## src/rtl/ex_stage.sv

```systemverilog
// ex_stage: MIPS execute stage with forwarding, ALU and iterative mult/div unit with HI/LO
module ex_stage #(
  parameter int WIDTH     = 32,
  parameter int MD_CYCLES = 32
) (
  input  logic             clk,
  input  logic             rstn,
  input  logic             regwritee,
  input  logic             memtorege,
  input  logic             memwritee,
  output logic             regwritee_o,
  output logic             memtorege_o,
  output logic             memwritee_o,
  input  logic             alusrce,
  input  logic             regdste,
  input  logic [2:0]       alucontrole,
  input  logic [WIDTH-1:0] rd1e,
  input  logic [WIDTH-1:0] rd2e,
  input  logic [WIDTH-1:0] signimme,
  input  logic [4:0]       rte,
  input  logic [4:0]       rde,
  input  logic [1:0]       forwardae,
  input  logic [1:0]       forwardbe,
  input  logic [WIDTH-1:0] resultw,
  input  logic [WIDTH-1:0] aluoutm,
  input  logic             mdstarte,
  input  logic [1:0]       mdope,
  input  logic             mfhie,
  input  logic             mfloe,
  output logic [WIDTH-1:0] aluoute,
  output logic [WIDTH-1:0] writedatae,
  output logic [4:0]       writerege,
  output logic             zeroe,
  output logic             mdbusy
);
  typedef enum logic [1:0] {IDLE, CALC, FIX} md_state_t;
  md_state_t state, state_n;
  logic [WIDTH-1:0] srca, srcb, alu_res, hi, lo, acc_hi, acc_lo, mag_b, a_l;
  logic [WIDTH-1:0] mag_a_in, mag_b_in, step_hi, step_lo, fix_hi, fix_lo;
  logic [WIDTH:0] madd, shl;
  logic [2*WIDTH-1:0] prod, prod_n;
  logic [5:0] cnt;
  logic [1:0] op_l;
  logic sa, sb, sgn_in, is_div, ge, start;
  assign regwritee_o = regwritee;
  assign memtorege_o = memtorege;
  assign memwritee_o = memwritee;
  assign srca = forwardae == 2'b01 ? resultw : forwardae == 2'b10 ? aluoutm : rd1e;
  assign writedatae = forwardbe == 2'b01 ? resultw : forwardbe == 2'b10 ? aluoutm : rd2e;
  assign srcb = alusrce ? signimme : writedatae;
  assign writerege = regdste ? rde : rte;
  assign zeroe = alu_res == '0;
  assign aluoute = mfhie ? hi : mfloe ? lo : alu_res;
  assign mdbusy = state != IDLE;
  always_comb begin
    alu_res = '0;
    case (alucontrole)
      3'b010:  alu_res = srca + srcb;
      3'b110:  alu_res = srca - srcb;
      3'b000:  alu_res = srca & srcb;
      3'b001:  alu_res = srca | srcb;
      3'b100:  alu_res = srca & ~srcb;
      3'b101:  alu_res = srca | ~srcb;
      3'b111:  alu_res = {{(WIDTH-1){1'b0}}, $signed(srca) < $signed(srcb)};
      default: alu_res = '0;
    endcase
  end
  assign start = state == IDLE && mdstarte;
  assign sgn_in = ~mdope[0];
  assign mag_a_in = (sgn_in && srca[WIDTH-1]) ? -srca : srca;
  assign mag_b_in = (sgn_in && writedatae[WIDTH-1]) ? -writedatae : writedatae;
  assign is_div = op_l[1];
  assign madd = {1'b0, acc_hi} + (acc_lo[0] ? {1'b0, mag_b} : '0);
  assign shl = {acc_hi, acc_lo[WIDTH-1]};
  assign ge = shl >= {1'b0, mag_b};
  assign step_hi = is_div ? (ge ? shl[WIDTH-1:0] - mag_b : shl[WIDTH-1:0]) : madd[WIDTH:1];
  assign step_lo = is_div ? {acc_lo[WIDTH-2:0], ge} : {madd[0], acc_lo[WIDTH-1:1]};
  assign prod = {acc_hi, acc_lo};
  assign prod_n = (sa ^ sb) ? -prod : prod;
  assign fix_hi = !is_div ? prod_n[2*WIDTH-1:WIDTH] : mag_b == '0 ? a_l : sa ? -acc_hi : acc_hi;
  assign fix_lo = !is_div ? prod_n[WIDTH-1:0] : mag_b == '0 ? '1 : (sa ^ sb) ? -acc_lo : acc_lo;
  always_comb begin
    state_n = start ? CALC : (state == CALC && cnt == 6'(MD_CYCLES-1)) ? FIX : state == FIX ? IDLE : state;
  end
  always_ff @(posedge clk) begin
    if (!rstn) state <= IDLE;
    else state <= state_n;
  end
  always_ff @(posedge clk) begin
    if (!rstn) begin
      cnt <= '0;
      hi  <= '0;
      lo  <= '0;
    end else if (start) begin
      a_l    <= srca;
      op_l   <= mdope;
      sa     <= sgn_in & srca[WIDTH-1];
      sb     <= sgn_in & writedatae[WIDTH-1];
      acc_hi <= '0;
      acc_lo <= mag_a_in;
      mag_b  <= mag_b_in;
      cnt    <= '0;
    end else if (state == CALC) begin
      cnt    <= cnt + 6'd1;
      acc_hi <= step_hi;
      acc_lo <= step_lo;
    end else if (state == FIX) begin
      hi <= fix_hi;
      lo <= fix_lo;
    end
  end
endmodule

```

## config.mk

```make
export PLATFORM = sky130hd
export DESIGN_NAME = ex_stage
export DESIGN_NICKNAME = d
export VERILOG_FILES = /design/src/rtl/ex_stage.sv
export SDC_FILE = /design/constraint.sdc
export NUM_CORES = 1
export LEC_CHECK = 0
export ABC_CLOCK_PERIOD_IN_PS = 8100
export CAP_MARGIN = 30
export CORE_UTILIZATION = 55
export DETAILED_ROUTE_END_ITERATION = 7
export PLACE_DENSITY = 0.79
export SYNTH_ARGS = -nofsm -noshare
export SYNTH_HDL_FRONTEND = slang
export SYNTH_SLANG_ARGS = --single-unit
```

## constraint.sdc

```tcl
create_clock -name clk -period 8.1 [get_ports clk]
set_clock_uncertainty 0.1 [all_clocks]
set_input_delay 1.215 -clock clk [delete_from_list [all_inputs] [get_ports clk]]
set_output_delay 1.215 -clock clk [all_outputs]
set_load 0.1 [all_outputs]
```

Yosys cells after proc, flatten, opt, wreduce, memory -nomap -nowiden
Cells that the tools add are included.
Storage, ports and cells
  register bits after elaboration: 204
  bits of input ports: 189
  output and inout port bits: 74
  word-level logic and storage cells: 93
Cells by class
  add/subtract/negate cells: 10
  order comparisons: 2
  eq/ne operators: 13
  muxes and demuxes: 28
  bitwise logic cells: 12
  reductions and logical operators: 16
Operators with widths (number)
  32-bit 2-to-1 mux: 22
  32-bit one-hot mux with 7 select lines: 1
  32-bit negation: 4
  32-bit AND: 2
  32-bit zero test: 2
  64-bit 2-to-1 mux: 1
  64-bit negation: 1
  32-bit OR: 2
  32-bit subtractor: 2
  32-bit by 32-bit adder with 33-bit output: 1
  33-bit by 32-bit >= comparator with 1-bit output: 1
  32-bit adder: 1
  32-bit less-than comparator: 1
  32-bit NOT: 1
  3-bit equality test, second input constant: 4
  6-bit by 1-bit adder with 6-bit output, second input constant: 1
  2-bit by 1-bit equality test with 1-bit output, second input constant: 3
  2-bit equality test, second input constant: 3
  6-bit by 5-bit equality test with 1-bit output, second input constant: 1
  2-bit nonzero test: 3
  5-bit 2-to-1 mux: 1
  1-bit logical AND: 4
  2-bit 2-to-1 mux: 2
  1-bit NOT: 4
  11 further kinds: 13

Longest topological paths before layout
Gate-level depths: netlist (run 1).
  depth after elaboration: 9
  depth in mapped cells: 24

Worst setup path before layout (run 1)
Ideal clock, no wire load.
  kind: input -> output
  start: in forwardbe[1]
  end: out zeroe
  arrival time: 9.699 ns
  data required time: 6.785 ns
  setup slack: -2.914 ns
  cell stages on the path: 21
  buffers on the path: 4
  cell sequence: buf_2 -> buf_4 -> buf_2 -> a211oi_1 -> a21oi_1 -> mux2i_1 -> inv_1 -> ha_1 -> clkbuf_1 -> a21o_1 -> a221o_1 -> o211ai_1 -> a2111oi_0 -> or3_1 -> a41oi_1 -> nand4b_1 -> a21oi_1 -> a211o_1 -> a2111oi_0 -> nand4b_1 -> nor4_1
On the way
  cells in the longest elaborated chain, start to end: 8
  elaborated cells between the ends (all ways): 15
RTL lines
  start, declared: line 23  | input logic [1:0] forwardbe,
  2-bit equality test: line 49  | assign writedatae = forwardbe == 2'b01 ? resultw : forwardbe == 2'b10 ? aluoutm : rd2e;
  32-bit 2-to-1 mux: line 49
  32-bit 2-to-1 mux (*): line 49
  named net writedatae[6]: line 31  | output logic [WIDTH-1:0] writedatae,
  32-bit 2-to-1 mux (*): line 50  | assign srcb = alusrce ? signimme : writedatae;
  parallel branches: the longest is 2 deep, another holds 32-bit subtractor
  32-bit one-hot mux with 7 select lines (*): line 57  | case (alucontrole)
  32-bit zero test (*): line 52  | assign zeroe = alu_res == '0;
  end, declared: line 33  | output logic zeroe,
Mark *: on every way through the listed nets, which the timed path passes.

Worst setup path after layout (run 1)
  start: in aluoutm[9]
  end: out zeroe
On the way
  cells in the longest elaborated chain, start to end: 7
  elaborated cells between the ends (all ways): 15
RTL lines
  start, declared: line 25  | input logic [WIDTH-1:0] aluoutm,
  parallel branches: the longest is 5 deep, another holds 32-bit subtractor
  32-bit one-hot mux with 7 select lines (*): line 57
  32-bit zero test (*): line 52
Every way passes the cells marked *.

==> reports/metrics.cfg, run 1 <==
[outcome]
status=complete, no violations

[synthesis]
synth_area_um2=22500
synthCells=2904
async_reset_ff_share_pct=0
synth.top_cell.area_share_pct=17.5
synth_edf_count=131
synthDistinctLibCells=88
ys_warn_count=0
yosysMostFrequentCell=o21ai_0
synth.area.top_cells=edfxtp_1 17%, ha_1 7.3%, mux2i_1 7.1%, o21ai_0 6.6%, dfxtp_1 6.4%
syn-num-nets=3229
synth_commonest_cells=295 x o21ai_0, 274 x a21oi_1, 259 x nand2_1, 215 x nor2_1, 159 x mux2i_1
yosys.area.top_type=edfxtp_1
syn_area_per_cell_um2=7.74
ys.flop_type=edfxtp_1
synth_seq_cells=203
yosysSeqAreaShare_pct=23.9

[clocking]
clock_path_buffers=3
htree_levels=1
root_buffer=clkbuf_16
postCtsHoldBufs=0
cts_num_sinks=203
clkTransAtPathRegs_ns=0.06
cts_tree=built
postCtsSetupRepairBufs=0
numCtsBuffers=23
clock_latency_ns=0.54

[sta]
finalSetupTns_ns=0
hold_viol_final=0
period_minus_slack_ns=7.89
fin_crit_sh_pct=97.4
hold_ws_ns=0.368
slew-limit-headroom_pct=29.8
final_max_slew_viol_count=0
rsz0062_at_grt=false
worst_pin_slew_ns=1.04
timing.fmax_ghz=0.127
setup_viol_count_final=0

[detailed_routing]
drtAntennaViolNets=0
drtIter0Drc=3291
drc=0
vias=23900
wl_per_cell_um=24.4
wirelength_um=88900
viasPerCell=6.56
first_pass_iters=8

[floorplanning]
num_rows=73
die_w_um=204
ioPinCount=263
die_area_um2=41700
coreArea_um2=40000
initial_core_util_pct=56.2
die_y_um=204

[worst_setup_path]
ff2ff_path_depth=16
cp_max_fo=7
r2r_slack_ns=3.06
crit_end=zeroe
crit_type=in2out
rr_startpoint=acc_lo[0]
rr_endpoint=acc_hi[28]
required_ns=6.78
crit_start=aluoutm[9]
worstSetupEndpointType=output port
arrival_ns=6.58
start_kind=input pin

[worst_hold_path]
hold_path.class=reg2reg
hold_depth=2

[pwr]
combPwrFrac_pct=48.9
p_per_area_nw_per_um2=176
p_switching_mw=2.00
clkPwrFrac_pct=24.0
internal_power_mw=2.77
p_leak_nw=10.9
ir_drop_mv=0.130
switching_share_pct=42.0
seq_power_share_pct=27.1

[layout]
fillers=3280
drive_gt1_share_pct=9.02
final_cells=3641
syn_to_final_growth_pct=20.7
nets=3423

[placed_design]
io_buffers=256
hpwl_um=69700
place.gp.congestion=1.07
placedCellCount=3598

[global_routing]
antenna_found_initial=5
overflow=0
track_usage_pct=41.5
grt_max_degree=88
grt_pass1_wl_um=133000
first_global_vias=22700

[run]
cap_violations=0

-- routing by layer --
metal  global-route usage (%)  share of wire, %  vias to the layer above
met4                     21.8               5.9                        4
met2                     67.5                45                     1544
met3                     6.07                10                      257
met1                     53.1                38                    11200
met5                        0             0.034                        -
li1                         -                 -                    10900
-- per-stage QoR --
| stage | area [µm²] | worst slack [ns] | utilization [%] | power, mW |
|---|---|---|---|---|
| detailed placement | 26300 | -0.151 | 65.7 | 3.56 |
| CTS | 27100 | 0.141 | 67.7 | 4.70 |
| floorplan | 22700 | -0.373 | - | 2.83 |
| global placement | 26200 | 0.000402 | 65.6 | 3.52 |
| finish | 27100 | 0.210 | 67.8 | 4.77 |
| global route | 27100 | 0.00850 | 67.8 | 4.95 |
-- worst min-delay path by stage --
stage | start | endpoint | slack [ns]
after floorplan | hi[0] | hi[0] | 0.34
after global placement | hi[0] | hi[0] | 0.35
after detailed placement | hi[23] | hi[23] | 0.36
after CTS | hi[23] | hi[23] | 0.37
after global routing | hi[12] | hi[12] | 0.38
final | hi[23] | hi[23] | 0.37
-- cell families (layout without fill, tap and decap cells) --
group | count (synthesis) | count (layout) | share of synthesized area (%)
AO/OA/AOI/OAI | 958 | 958 | 26.1
buffers and inverters | 333 | 543 | 5.81
flip-flops | 203 | 203 | 23.9
other | 0 | 2 | 0
multiplexers | 173 | 173 | 7.78
AND/OR/NAND/NOR | 817 | 817 | 17.5
adder cells (fa/ha/maj) | 157 | 157 | 8.64
XOR/XNOR | 263 | 263 | 10.2
-- registers in the layout, summed over array words and instances (netlist names), 2 cells and up --
register / count
hi: 32
state: 2
acc_hi: 32
acc_lo: 32
cnt: 6
a_l: 32
lo: 32
mag_b: 32
-- power groups by stage --
stage | logic [mW] | clock network [mW] | registers, mW
2_1_floorplan | 1.57 | 0 | 1.26
3_3_place_gp | 2.22 | 0 | 1.31
3_5_place_dp | 2.25 | 0 | 1.31
4_1_cts | 2.27 | 1.14 | 1.29
5_1_grt | 2.48 | 1.18 | 1.30
6_report | 2.33 | 1.15 | 1.29
-- timing repair --
item / in CTS / in global routing
endpoints found under the setup margin: 1 / 1
cloned: 0 / 0
hold endpoints to repair: 0 / 0
pin swaps: 0 / 1
gates resized for setup: 4 / 9
-- critical path: stages --
cell and delay [ns]:
clkdlybuf4s50_1 0.54, a211oi_1 0.37, a21oi_2 0.13, mux2i_2 0.38, inv_1 0.08, ha_1 0.41, nand2b_1 0.16, or4b_1 0.50
and4b_1 0.29, o21ai_1 0.16, o211ai_1 0.35, a2111oi_0 0.16, o41ai_1 0.41, xnor2_1 0.21, o221ai_1 0.16, nor4_1 0.31
nand4b_1 0.26, nor4_4 0.26, buf_12 0.22
-- cell type report --
type / count / area [µm²] / area share, %
Multi-Input combinational cell: 2368 / 16100 / 59.2
Inverter: 144 / 541 / 1.99
Clock buffer: 31 / 626 / 2.31
Tap cell: 525 / 657 / 2.42
Clock inverter: 10 / 178 / 0.655
Sequential cell: 203 / 5380 / 19.8
Antenna cell: 2 / 5.00 / 0.0185
Timing Repair Buffer: 358 / 3670 / 13.5
-- placed cells by master (no fill, tap or decap), types with 47 or more instances in the layout --
cell and n:
mux2i_1 146, nor3_1 47, xor2_1 107, xnor2_1 155, buf_4 97, nor2_1 215
ha_1 132, nor2b_1 59, o21ai_0 270, dfxtp_1 72, inv_1 142, a211oi_1 57
nand2_1 259, a21oi_1 257, clkdlybuf4s50_1 215, edfxtp_1 131
Power figures use the tool's default switching activity.
==> run 2: changes to the inputs <==
- CTS_BUF_LIST: unset -> sky130_fd_sc_hd__clkbuf_8 sky130_fd_sc_hd__clkbuf_16
==> run 2 against run 1 <==
Net effect: final area is the same; worst hold slack improved by 0.00059 ns; first-iteration DRC count grew 0.27%; sequential cell count unchanged; cell count stayed put; global-route usage unchanged; combinational power about the same; count of clock-buffer cells in the layout down 6; core utilization is the same; register-to-register slack about the same; critical path type unchanged.
==> reports/metrics.cfg, run 2 (synthesis results as in run 1) <==
[outcome]
status=complete, no violations

[worst_setup_path]
worstSetupEndpointType=output port
r2r_slack_ns=3.07  ; about the same
path_cells=clkdlybuf4s50_1 -> a211oi_1 -> a21oi_2 -> mux2i_2 -> inv_1 -> ha_1 -> nand2b_1 -> or4b_1 -> and4b_1 -> o21ai_1 -> o211ai_1 -> a2111oi_0 -> o41ai_1 -> xnor2_1 -> o221ai_1 -> nor4_1 -> nand4b_1 -> nor4_4 -> buf_12
start_kind=input pin
rr_endpoint=acc_hi[28]
ff2ff_path_depth=16  ; unchanged
slowest_stage=clkdlybuf4s50_1
crit_type=in2out
crit_start=aluoutm[9]
rr_startpoint=acc_lo[0]
crit_end=zeroe
slowest_delay_ns=0.54  ; about the same
arrival_ns=6.59  ; about the same
cp_max_fo=7  ; unchanged
required_ns=6.78  ; about the same

[layout]
drive_gt1_share_pct=9.02  ; unchanged
syn_to_final_growth_pct=20.7  ; unchanged
fillers=3280  ; unchanged
final_cell_mix=270 x o21ai_0, 259 x nand2_1, 257 x a21oi_1
final_common_cell=o21ai_0
nets=3423  ; unchanged
final_cells=3641  ; unchanged
final_util_pct=67.8  ; unchanged

[detailed_routing]
drtIter0Drc=3300  ; +0.27%
first_pass_iters=6  ; -2
vias=23800  ; -0.21%
viasPerCell=6.54  ; -0.21%
drc=0  ; unchanged
drtAntennaViolNets=0  ; unchanged
wl_per_cell_um=24.4  ; about the same
wirelength_um=88900  ; about the same

[clocking]
clkTransAtPathRegs_ns=0.06  ; about the same
cts_num_sinks=203  ; unchanged
cts_tree=built
numCtsBuffers=23  ; unchanged
root_buffer=clkbuf_16
clock_latency_ns=0.54  ; about the same
htree_levels=1  ; unchanged
clock_path_buffers=3  ; unchanged
postCtsSetupRepairBufs=0  ; unchanged

[floorplanning]
num_rows=73  ; unchanged
initial_core_util_pct=56.2  ; unchanged
coreArea_um2=40000  ; unchanged
die_w_um=204  ; unchanged
ioPinCount=263  ; unchanged
die_y_um=204  ; unchanged
die_area_um2=41700  ; unchanged

[sta]
hold_viol_final=0  ; unchanged
worst_pin_slew_ns=1.03  ; -0.00892 ns
setup_viol_count_final=0  ; unchanged
slew-limit-headroom_pct=30.9  ; +1.1 points
period_minus_slack_ns=7.91  ; +0.0187 ns
fin_crit_sh_pct=97.6  ; +0.23 points
timing.fmax_ghz=0.126  ; -0.24%
final_max_slew_viol_count=0  ; unchanged
rsz0062_at_grt=false

[global_routing]
track_usage_pct=41.5  ; unchanged
antenna_found_initial=5  ; unchanged
grt_pass1_wl_um=133000  ; unchanged
first_global_vias=22700  ; unchanged
grt_max_degree=88  ; unchanged
overflow=0  ; unchanged

[pwr]
p_total_mw=4.77  ; -0.12%
p_leak_nw=11.0  ; +0.23%
p_per_area_nw_per_um2=176  ; -0.12%
ir_drop_mv=0.131  ; +0.64%

[placed_design]
io_buffers=256  ; unchanged
placedCellCount=3598  ; unchanged
place.gp.congestion=1.07  ; unchanged
hpwl_um=69700  ; unchanged

[run]
cap_violations=0  ; unchanged

[worst_hold_path]
hold_path.class=reg2reg

==> run 2: routing by layer <==
metal,wire [µm],part of all wire [%],vias up,GRT usage (%)
met4,5280,5.9,4,21.8
met2,40100,45,1524,67.5
met3,9040,10,260,6.07
li1,-,-,10900,-
met1,34400,39,11100,53.1
met5,30,0.034,-,0
==> run 2: worst min-delay path by stage <==
| stage | start | to | slack, ns | cells past startpoint |
|---|---|---|---|---|
| 2_1_floorplan | hi[0] | hi[0] | 0.34 | 2 |
| 3_3_place_gp | hi[0] | hi[0] | 0.35 | 2 |
| 3_5_place_dp | hi[23] | hi[23] | 0.36 | 2 |
| 4_1_cts | hi[23] | hi[23] | 0.37 | 2 |
| 5_1_grt | hi[12] | hi[12] | 0.38 | 2 |
| 6_report | hi[19] | hi[19] | 0.37 | 2 |
==> run 2: timing repair <==
| item | in CTS | in global routing |
|---|---|---|
| gates resized for setup | 4 | 9 |
| hold endpoints to repair | 0 | 0 |
| hold buffers | 0 | 0 |
| pin swaps | 0 | 1 |
| setup endpoints to repair | 1 | 1 |
==> run 2: final cells by class <==
type                    count  area [µm²]  area share (%)
inverters                 144         541            1.99
repair buffers            358        3670            13.5
clock buffers              25         603            2.22
clock inverters            16         200           0.738
well taps                 525         657            2.42
flip-flops and latches    203        5380            19.8
multi-input cells        2368       16100            59.2
diodes                      2        5.00          0.0185
==> run 2: worst max-delay path: cells and delay by family <==
kind	cells	cell delay, ns
muxes	1	0.38
adders and majority gates	1	0.41
and+or+nand+nor	6	1.77
AOI/OAI and AO/OA	7	1.75
xor gates and xnor gates	1	0.21
buffers and inverters	3	0.84
==> run 2: stage by stage <==
| step | hold WS [ns] | TNS (ns) | instance area, µm² | setup WS [ns] |
|---|---|---|---|---|
| floorplan | 0.335 | -0.373 | 22700 | -0.373 |
| CTS | 0.369 | 0 | 27100 | 0.141 |
| finish | 0.369 | 0 | 27100 | 0.191 |
| detailed placement | 0.361 | -0.151 | 26300 | -0.151 |
| global placement | 0.348 | 0 | 26200 | 0.000402 |
| global route | 0.385 | 0 | 27100 | 0.00850 |
==> run 2: where the power goes <==
| part | leakage, nW | switching (mW) | internal (mW) |
|---|---|---|---|
| Combinational | 8.72 | 1.45 | 0.877 |
| Sequential | 1.82 | 0.103 | 1.19 |
| Clock | 0.416 | 0.448 | 0.692 |
